===== config.mk =====
export PLATFORM = sky130hd
export DESIGN_NAME = ct_vfalu_dp_wb_merge
export DESIGN_NICKNAME = d
export VERILOG_FILES = /design/src/rtl/ct_vfalu_dp_wb_merge.sv
export SDC_FILE = /design/constraint.sdc
export NUM_CORES = 1
export LEC_CHECK = 0
export CAP_MARGIN = 0
export CORE_AREA = 2 2 189 191
export CTS_CLUSTER_SIZE = 10
export DETAILED_ROUTE_END_ITERATION = 10
export DIE_AREA = 0 0 191 193
export HOLD_SLACK_MARGIN = 0.03
export PLACE_DENSITY = 0.61
export SLEW_MARGIN = 20
export SYNTH_ARGS = -nofsm -noshare
export SYNTH_HDL_FRONTEND = slang
export SYNTH_SLANG_ARGS = --single-unit

===== constraint.sdc =====
create_clock -name forever_cpuclk -period 17.4 [get_ports forever_cpuclk]
set_input_delay 3.48 -clock forever_cpuclk [delete_from_list [all_inputs] [get_ports forever_cpuclk]]
set_output_delay 3.48 -clock forever_cpuclk [all_outputs]
set_load 0.03 [all_outputs]

===== src/rtl/ct_vfalu_dp_wb_merge.sv =====
// ---------------------------------------------------------------------------
// ct_vfalu_dp_wb_merge: merges N_SRC FALU unit results into one EX3 forward /
// EX1 mfvr stream plus a registered writeback FIFO with sticky flags.
// Revision: 1.0
// ---------------------------------------------------------------------------
`default_nettype none

module ct_vfalu_dp_wb_merge #(
  parameter int N_SRC  = 2,
  parameter int DATA_W = 64,
  parameter int EREG_W = 5,
  parameter int DEPTH  = 2,
  localparam int CNT_W = $clog2(DEPTH + 1),
  localparam int PTR_W = (DEPTH > 1) ? $clog2(DEPTH) : 1
) (
  input  logic                       forever_cpuclk,
  input  logic                       cpurst,
  input  logic [N_SRC-1:0]           src_r_vld,
  input  logic [N_SRC*DATA_W-1:0]    src_result,
  input  logic [N_SRC*EREG_W-1:0]    src_ereg,
  input  logic [N_SRC-1:0]           mfvr_sel,
  input  logic [N_SRC*DATA_W-1:0]    src_mfvr_data,
  output logic [DATA_W-1:0]          mfvr_data,
  output logic [DATA_W-1:0]          ex3_freg_data,
  output logic [EREG_W-1:0]          ex3_ereg_data,
  input  logic                       rtu_flush,
  output logic                       wb_vld,
  output logic [DATA_W-1:0]          wb_data,
  output logic [EREG_W-1:0]          wb_ereg,
  input  logic                       wb_ready,
  output logic                       fifo_full,
  output logic [CNT_W-1:0]           fifo_cnt,
  input  logic                       fflags_clr,
  output logic [EREG_W-1:0]          fflags_acc,
  input  logic                       err_clr,
  output logic                       err_multi_hot,
  output logic                       err_overflow
);

  localparam logic [PTR_W-1:0] PTR_LAST = PTR_W'(DEPTH - 1);
  localparam logic [CNT_W-1:0] CNT_FULL = CNT_W'(DEPTH);

  logic [DATA_W+EREG_W-1:0] mem [DEPTH];

  logic [CNT_W-1:0]  cnt_q, cnt_d;
  logic [PTR_W-1:0]  wr_ptr_q, wr_ptr_d;
  logic [PTR_W-1:0]  rd_ptr_q, rd_ptr_d;
  logic [EREG_W-1:0] acc_q, acc_d;
  logic              mh_q, mh_d;
  logic              ovf_q, ovf_d;

  logic push, pop, wr_en, ovf_set, mh_set;

  function automatic logic [PTR_W-1:0] ptr_inc(input logic [PTR_W-1:0] p);
    return (p == PTR_LAST) ? '0 : p + PTR_W'(1);
  endfunction

  // Lowest index wins: iterate downward so the last assignment is the winner.
  always_comb begin
    ex3_freg_data = '0;
    ex3_ereg_data = '0;
    for (int i = N_SRC - 1; i >= 0; i--) begin
      if (src_r_vld[i]) begin
        ex3_freg_data = src_result[i*DATA_W +: DATA_W];
        ex3_ereg_data = src_ereg[i*EREG_W +: EREG_W];
      end
    end
  end

  always_comb begin
    mfvr_data = '0;
    for (int i = 0; i < N_SRC; i++) begin
      mfvr_data = mfvr_data | ({DATA_W{mfvr_sel[i]}} & src_mfvr_data[i*DATA_W +: DATA_W]);
    end
  end

  assign fifo_full = (cnt_q == CNT_FULL);
  assign wb_vld    = (cnt_q != '0);
  assign fifo_cnt  = cnt_q;
  assign {wb_data, wb_ereg} = mem[rd_ptr_q];

  assign push    = (|src_r_vld) & ~rtu_flush;
  assign pop     = wb_vld & wb_ready & ~rtu_flush;
  // A full FIFO still accepts a push when the head leaves in the same cycle.
  assign wr_en   = push & (~fifo_full | pop);
  assign ovf_set = push & fifo_full & ~pop;
  assign mh_set  = (src_r_vld & (src_r_vld - N_SRC'(1))) != '0;

  always_comb begin
    cnt_d    = cnt_q;
    wr_ptr_d = wr_ptr_q;
    rd_ptr_d = rd_ptr_q;
    if (rtu_flush) begin
      cnt_d    = '0;
      wr_ptr_d = '0;
      rd_ptr_d = '0;
    end else begin
      if (wr_en) wr_ptr_d = ptr_inc(wr_ptr_q);
      if (pop)   rd_ptr_d = ptr_inc(rd_ptr_q);
      if (wr_en && !pop)      cnt_d = cnt_q + CNT_W'(1);
      else if (!wr_en && pop) cnt_d = cnt_q - CNT_W'(1);
    end
    acc_d = (fflags_clr ? '0 : acc_q) | (push ? ex3_ereg_data : '0);
    mh_d  = mh_set  | (mh_q  & ~err_clr);
    ovf_d = ovf_set | (ovf_q & ~err_clr);
  end

  always_ff @(posedge forever_cpuclk or posedge cpurst) begin
    if (cpurst) begin
      cnt_q    <= '0;
      wr_ptr_q <= '0;
      rd_ptr_q <= '0;
      acc_q    <= '0;
      mh_q     <= 1'b0;
      ovf_q    <= 1'b0;
    end else begin
      cnt_q    <= cnt_d;
      wr_ptr_q <= wr_ptr_d;
      rd_ptr_q <= rd_ptr_d;
      acc_q    <= acc_d;
      mh_q     <= mh_d;
      ovf_q    <= ovf_d;
    end
  end

  always_ff @(posedge forever_cpuclk) begin
    if (wr_en) mem[wr_ptr_q] <= {ex3_freg_data, ex3_ereg_data};
  end

  assign fflags_acc    = acc_q;
  assign err_multi_hot = mh_q;
  assign err_overflow  = ovf_q;

endmodule

`default_nettype wire


==> reports/summary.txt, run 1 <==
Hold Path Class: reg2reg
Fmax: 101.8 MHz
Rel. slew slack: 0.2697
cell taking the most area after synthesis: edfxtp_1
status: complete, no violations
Synth Register Bits: 149
Slew Limit Fails: 0
CTS HTree Levels: 4
Post-layout nets: 1181
Die Y: 193 µm
Final Util: 0.3653
required time worst endpoint: 13920 ps
hold slack: 517.6 ps
Longest Clk Path Bufs: 2
Critical Path Sink Type: output port
DRT Pass-1 Iters: 4
Worst-path clk slew: 70 ps
post-synthesis sequential area ratio: 0.6468
Area Overhead vs Synth: 86.91%
Residual DRC: 0
Final Cell Area: 12770 µm²
die width: 191 µm
crit path DAT: 6340 ps
top-area cell type share of the netlist area: 0.6065
largest net degree at the start of global routing: 78
HPWL after DPL: 22450 µm
IO Port Bufs: 488
vias in the first global route: 6064
global-route wire length before repair: 39960 µm
Distinct cells, synth: 30
Cell Count, Final, Fillers Out: 1382
Pwr Total: 1.142 mW
net count after synthesis: 704
clk_lat worst skew: 420 ps
drt total wl: 29620 µm
drt wl/cell: 21.43 µm
CTS Root Cell: clkbuf_16
Inserted Clock Buffers: 17
post-CTS sizing: 0
final worst slack: 7577 ps
CP cell instances: clkdlybuf4s50_1, nor2b_4, buf_4, a22o_1, clkdlybuf4s50_1
Post-CTS Setup Repair Bufs: 0
Vias/cell: 4.344
Critical Path Start Type: input port
Hold Buf Count CTS: 0
Crit Path Category: in2out
synth warn: 0
Mean Syn Cell Area: 15.96 µm²
CTS tree: done
FP Rows: 69
clk sinks: 149
DP Area: 12110 µm²
dpl cells: 1345
final worst-path cycle share: 0.5645
max_cap viols: 0
Starting Density: 0.1954
Final Hold Viols: 0
Worst Skew: 11.36 ps
main area contributors after synthesis: edfxtp_1 (61%), a22o_1 (17%), mux2_2 (11%)
Post-Place Worst Slack: 7547 ps
initial antenna violation count: 4
power per cell area: 89.42 nW/µm²
RSZ-0062 raised after global routing: no
CP max stage cell: clkdlybuf4s50_1
Mapped Cells: 428
layout cells sized above 1: 0.1296
initial DRC count: 200
peak supply drop: 48.76 µV
die area: 36860 µm²
Leak: 4.546 nW
Routed Antenna Nets: 0
routed via count: 6003
Core Area: 34960 µm²
Final setup viols: 0
post-layout min period: 9823 ps
Crit Path Max Fanout: 48
grt ovf: 0
Post-Syn Area: 6833 µm²
setup TNS: 0 ps
most used cell, CP: clkdlybuf4s50_1
# IOs: 489
GPL Wtd Cong: 0.7972
critical path's largest stage delay: 700 ps
GRT Resource Usage Total: 0.1515
slew of the pin with the lowest slew margin: 1095 ps
-- cell usage in the layout (no fill, tap or decap), drive strengths merged, types with 2 or more instances in the layout --
cell / n
or3: 2
nand2: 4
mux2: 69
a22o: 137
a31oi: 2
nor2: 3
o21ai: 5
clkdlybuf4s50: 485
nor2b: 2
dfrtp: 11
bufinv: 2
clkbuf: 18
edfxtp: 138
clkinvlp: 4
inv: 13
buf: 10
nor3b: 2
diode: 3
-- cell usage after synthesis --
| master | number |
|---|---|
| a31oi_1 | 2 |
| or3_1 | 2 |
| nand2_1 | 4 |
| a22o_1 | 136 |
| or2_2 | 1 |
| o21bai_1 | 1 |
| clkbuf_1 | 7 |
| nor2_2 | 1 |
| o21a_1 | 1 |
| o221a_2 | 1 |
| a21oi_1 | 1 |
| nor2b_1 | 1 |
| buf_2 | 13 |
| mux2i_1 | 1 |
| xor2_1 | 1 |
| edfxtp_1 | 138 |
| a22o_4 | 1 |
| buf_6 | 7 |
| o21ba_2 | 1 |
| inv_1 | 6 |
| mux2_2 | 69 |
| buf_1 | 9 |
| o21ai_0 | 5 |
| nor2b_4 | 1 |
| a21boi_1 | 1 |
| buf_4 | 1 |
| o22ai_1 | 1 |
| dfrtp_1 | 11 |
| nor3b_1 | 2 |
| nor2_1 | 2 |
-- critical path: cells and delay by family --
kind / cells / cell delay [ps]
buf+inv: 3 / 1920
simple gates: 1 / 550
compound gates: 1 / 310
-- area by class of cell --
cell class                 instances  area, µm²
fill                            3398      22190
inverter                           6      22.52
tap                              461      576.8
timing repair buffer             495       4962
antenna                            3      7.507
multi-input combinational        236       2185
sequential                       149       4420
clock buffer                      18      429.2
clock inverter                    14      167.7
-- sequential cells by signal, summed over array words and instances, names as in the netlist --
signal and count:
err_multi_hot 1, err_overflow 1, fflags_acc 5, fifo_cnt 2, mem 138, rd_ptr_q 1, wr_ptr_q 1
-- kinds of logic after synthesis --
group | after synthesis | synth area share
xor gates and xnor gates | 1 | 0.001282
buffers and inverters | 43 | 0.03424
muxes | 70 | 0.1152
DFF | 149 | 0.6468
AOI/OAI and AO/OA | 151 | 0.1904
and+or+nand+nor | 14 | 0.01209
-- metal layers --
| layer | GRT usage | part of all wire | vias up |
|---|---|---|---|
| li1 | - | - | 2733 |
| met1 | 0.1557 | 0.36 | 2917 |
| met2 | 0.2854 | 0.52 | 323 |
| met3 | 0.05195 | 0.093 | 30 |
| met4 | 0.05218 | 0.031 | 0 |
| met5 | 0 | 0 | - |
-- power by group --
part,internal [mW],leakage (nW),switching (mW)
logic,0.168,2.82,0.180
clock network,0.216,0.280,0.156
registers,0.417,1.44,0.00524
total,0.801,4.55,0.341
-- path summary, 6_finish.rpt --
check	from	depth (start not counted)	end	slack, ps
worst max-delay path	src_r_vld[1]	5	ex3_ereg_data[2]	7580
max in group asynchronous	cpurst	2	rd_ptr_q	13690
min in group asynchronous	cpurst	2	fflags_acc[4]	3360
worst max register to register	fifo_cnt[1]	4	mem[0][49]	15030
worst min-delay path	fflags_acc[0]	1	fflags_acc[0]	520
worst min register to register	fflags_acc[0]	1	fflags_acc[0]	520
Power figures use the tool's default switching activity.
==> inputs of run 2 (changes only) <==
- PLACE_DENSITY: 0.61 -> 0.62
- clock period: 17.4 -> 8.3 ns (I/O delays scaled with it)
==> reports/summary.txt, run 2 (same netlist as run 1, synthesis figures left out) <==
# fillers: 3408
Slew Limit Fails: 0
drt wl/cell: 20.90 µm
Worst Skew: 16.53 ps
total net switching power: 0.6899 mW
max reg flops: 138
Routed Antenna Nets: 0
largest net degree at the start of global routing: 77
WHS Path Cells: 1
diodes inserted: 0
Crit Path Category: in2out
Net Sw Frac: 0.2970
CP startpoint: src_r_vld[1]
peak supply drop: 127.0 µV
Cell Count, Final, Fillers Out: 1378
# IOs: 489
critical path's largest stage delay: 700 ps
FF-to-FF Start: fifo_cnt[1]
most frequent cells in the layout: clkdlybuf4s50_1 (485), edfxtp_1 (138), a22o_1 (136), mux2_2 (69), clkbuf_16 (17)
Final setup viols: 0
slew of the pin with the lowest slew margin: 1059 ps
die width: 191 µm
R2R depth: 4
setup TNS: 0 ps
Post-layout nets: 1180
Area Overhead vs Synth: 85.33%
crit path DAT: 4560 ps
status: complete, no violations
dpl cells: 1346
Final Hold Viols: 0
Critical Path Start Type: input port
Met3 Wirelength: 2553 µm
initial antenna violation count: 2
Hold Path Class: reg2reg
clk_lat worst skew: 430 ps
Residual DRC: 0
post-CTS sizing: 0
GPL Wtd Cong: 0.8024
Fmax: 160.9 MHz
commonest non-fill, non-tap cell in the layout: clkdlybuf4s50_1
Largest Register: mem
CP cell instances: clkdlybuf4s50_1, nor2b_4, buf_4, a22o_1, clkdlybuf4s50_1
Longest Clk Path Bufs: 2
Core Area: 34960 µm²
FP Rows: 69
sequential fraction of design power: 0.387
routed via count: 5943
Vias/cell: 4.313
Die Y: 193 µm
Met2 Wirelength: 15000 µm
highest routing layer actually used: met4
internal power: 1.633 mW
IO Port Bufs: 488
Clock Power Share: 0.306
max_cap viols: 0
hold slack: 510.0 ps
WHS Endpoint: fflags_acc[1]
final worst-path cycle share: 0.7488
Inserted Clock Buffers: 17
global-route wire length before repair: 39190 µm
required time worst endpoint: 6640 ps
CTS HTree Levels: 4
DRT Pass-1 Iters: 5
Leak: 4.500 nW
FF+latch area: 4423 µm²
hold path startpoint: fflags_acc[1]
M1 WL: 10610 µm
Post-CTS Setup Repair Bufs: 0
drt total wl: 28800 µm
CTS Root Cell: clkbuf_16
Starting Density: 0.1954
Critical Path Sink Type: output port
initial DRC count: 192
Gate power share: 0.306
GRT Resource Usage Total: 0.1466
RSZ-0062 raised after global routing: no
HPWL after DPL: 22360 µm
CP max stage cell: clkdlybuf4s50_1
Multi-input gate area: 2185 µm²
post-layout min period: 6215 ps
Hold Buf Count CTS: 0
Rel. slew slack: 0.2942
power per cell area: 183.4 nW/µm²
flop2flop setup slack: 5580 ps
layout cells sized above 1: 0.1243
most used cell, CP: clkdlybuf4s50_1
Crit Path Max Fanout: 42
vias in the first global route: 6062
die area: 36860 µm²
worst reg2reg path endpoint: mem[0][59]
clk sinks: 149
Worst-path clk slew: 60 ps
grt ovf: 0
CTS tree: done
## run 2: power by group through the flow
stage	combinational (mW)	sequential [mW]	clock, mW
detailed placement	0.718	0.918	0
finish	0.712	0.900	0.711
global route	0.744	0.906	0.760
floorplan	0.355	0.908	0
CTS	0.721	0.902	0.728
global placement	0.717	0.916	0
## run 2: worst max-delay path by stage
| stage | end |
|---|---|
| detailed placement | ex3_freg_data[10] |
| floorplan | mem[1][0] |
| global placement | ex3_freg_data[10] |
| global route | ex3_freg_data[15] |
| finish | ex3_freg_data[15] |
| CTS | ex3_freg_data[15] |
## run 2: metrics by stage
| stage | instance area, µm² | utilization | setup slack [ps] | total power, mW |
|---|---|---|---|---|
| after global routing | 12660 | 0.3622 | 1929 | 2.410 |
| after CTS | 12660 | 0.3622 | 2071 | 2.352 |
| after floorplan | 6833 | - | 809.5 | 1.262 |
| final | 12660 | 0.3622 | 2085 | 2.323 |
| after global placement | 12120 | 0.3467 | 2091 | 1.634 |
| after detailed placement | 12120 | 0.3467 | 2070 | 1.636 |
## run 2: area by class of cell
class,count,area share
Timing Repair Buffer,494,0.3881
Inverter,6,0.001778
Tap cell,461,0.04555
Clock buffer,19,0.03419
Sequential cell,149,0.3493
Multi-Input combinational cell,236,0.1725
Clock inverter,13,0.008596
## run 2: critical path, delay by kind of cell
family | cells | cell delay [ps]
buf+inv | 3 | 1880
simple gates | 1 | 650
compound gates | 1 | 280
## run 2: routing by layer
metal  GRT usage  up-vias
met2      0.2705      327
met3     0.04416       31
met5           0        -
li1            -     2725
met1      0.1589     2860
met4     0.05098        0
==> inputs of run 3 (changes only) <==
- CORE_AREA: 2 2 189 191 -> 2 2 191 193
- DIE_AREA: 0 0 191 193 -> 0 0 193 195
- PLACE_DENSITY: 0.62 -> 0.6
- clock period: 8.3 -> 6.25 ns (I/O delays scaled with it)
==> reports/summary.txt, run 3 (same netlist as run 1, synthesis figures left out) <==
GPL Wtd Cong: 0.7975
layout cells sized above 1: 0.1336
final worst-path cycle share: 0.7872
GR Layer Usage met3: 0.05266
max_cap viols: 0
R2R depth: 4
power per cell area: 254.2 nW/µm²
drt total wl: 31710 µm
Slew Limit Fails: 0
Critical Path Start Type: input port
CTS Root Cell: clkbuf_16
GRT Resource Usage Total: 0.1611
Starting Density: 0.1930
slew of the pin with the lowest slew margin: 1098 ps
HPWL after DPL: 24980 µm
initial antenna violation count: 9
Critical Path Sink Type: output port
initial DRC count: 188
# fillers: 3476
Multi-input gate area: 2191 µm²
drt wl/cell: 22.89 µm
Final Hold Viols: 0
most frequent cells in the layout: clkdlybuf4s50_1 (485), edfxtp_1 (138), a22o_1 (136), mux2_2 (69), clkbuf_16 (17)
required time worst endpoint: 5000 ps
Longest Clk Path Bufs: 2
DRT Pass-1 Iters: 4
flop2flop setup slack: 3830 ps
max reg flops: 138
RSZ-0062 raised after global routing: no
Die Y: 195 µm
die area: 37640 µm²
Crit Path Max Fanout: 59
CP startpoint: src_r_vld[1]
M1 GR Usage: 0.1548
Post-CTS Setup Repair Bufs: 0
hold slack: 510.1 ps
largest net degree at the start of global routing: 71
Crit Path Category: in2out
post-CTS sizing: 0
CTS HTree Levels: 4
Fmax: 203.3 MHz
Routed Antenna Nets: 0
FP Rows: 69
Inserted Clock Buffers: 17
Worst Setup EP: ex3_freg_data[23]
worst reg2reg path endpoint: mem[0][33]
routed via count: 6023
grt ovf: 0
IO Port Bufs: 488
setup TNS: 0 ps
CTS tree: done
Worst-path clk slew: 70 ps
Leak: 4.581 nW
Cell Count, Final, Fillers Out: 1385
status: complete, no violations
vias in the first global route: 6153
crit path DAT: 3670 ps
# IOs: 489
gr busiest metal: met2
met2 usage: 0.3114
clk sinks: 149
FF-to-FF Start: fifo_cnt[1]
Hold Buf Count CTS: 0
Largest Register: mem
dpl cells: 1350
global-route wire length before repair: 42440 µm
Final setup viols: 0
Pwr Total: 3.259 mW
Core Area: 35400 µm²
peak supply drop: 165.4 µV
Residual DRC: 0
clk_lat worst skew: 420 ps
commonest non-fill, non-tap cell in the layout: clkdlybuf4s50_1
Post-layout nets: 1184
Rel. slew slack: 0.2678
die width: 193 µm
Worst Skew: 10.81 ps
Area Overhead vs Synth: 87.62%
Vias/cell: 4.349
FF+latch area: 4423 µm²
Hold Path Class: reg2reg
post-layout min period: 4920 ps
==> run 3: cell types whose count changed in the layout (fill, tap and decap cells not counted), moves of 2 or more <==
cell        change
buf_4           +3
bufinv_16       +3
clkbuf_1        -2
clkinv_1        -3
clkinvlp_4      -2
diode_2         +3
inv_6           +4
inv_8           +2
==> run 3: final cells by class <==
class                   instances  area share
repair buffers                498      0.3867
flip-flops and latches        149      0.3450
multi-input cells             236      0.1709
well taps                     461     0.04499
clock buffers                  17     0.03318
clock inverters                15     0.01688
inverters                       6    0.001757
diodes                          3   0.0005856
==> run 3: per-layer routing <==
metal / wire length [µm] / vias up
li1: - / 2737
met1: 10790 / 2924
met2: 17300 / 328
met3: 2886 / 34
met4: 736 / 0
met5: 0 / -
==> run 3: worst min path at each step <==
stage,from,to,slack [ps],cells after the start
global placement,fflags_acc[1],fflags_acc[1],500,1
global route,fflags_acc[4],fflags_acc[4],530,1
floorplan,wr_ptr_q,wr_ptr_q,520,2
CTS,fflags_acc[1],fflags_acc[1],510,1
detailed placement,fflags_acc[1],fflags_acc[1],490,1
finish,fflags_acc[1],fflags_acc[1],510,1
==> run 3: critical path, cell delays in order <==
cell	delay [ps]
clkdlybuf4s50_1	600
nor2b_4	410
buf_12	290
a22o_1	310
clkdlybuf4s50_1	710
==> run 3: power by group <==
group | leakage, nW | switching [mW] | internal (mW) | total, mW
sequential | 1.44 | 0.0359 | 1.16 | 1.20
clock | 0.313 | 0.432 | 0.680 | 1.11
combinational | 2.83 | 0.484 | 0.467 | 0.951
total | 4.58 | 0.952 | 2.31 | 3.26
==> run 3: metrics by stage <==
step	area, µm²	util	setup WS (ps)
2_1_floorplan	6838	-	1621
6_report	12820	0.3622	1330
3_5_place_dp	12170	0.3438	1286
3_3_place_gp	12170	0.3438	1319
4_1_cts	12810	0.3620	1293
5_1_grt	12820	0.3622	1211
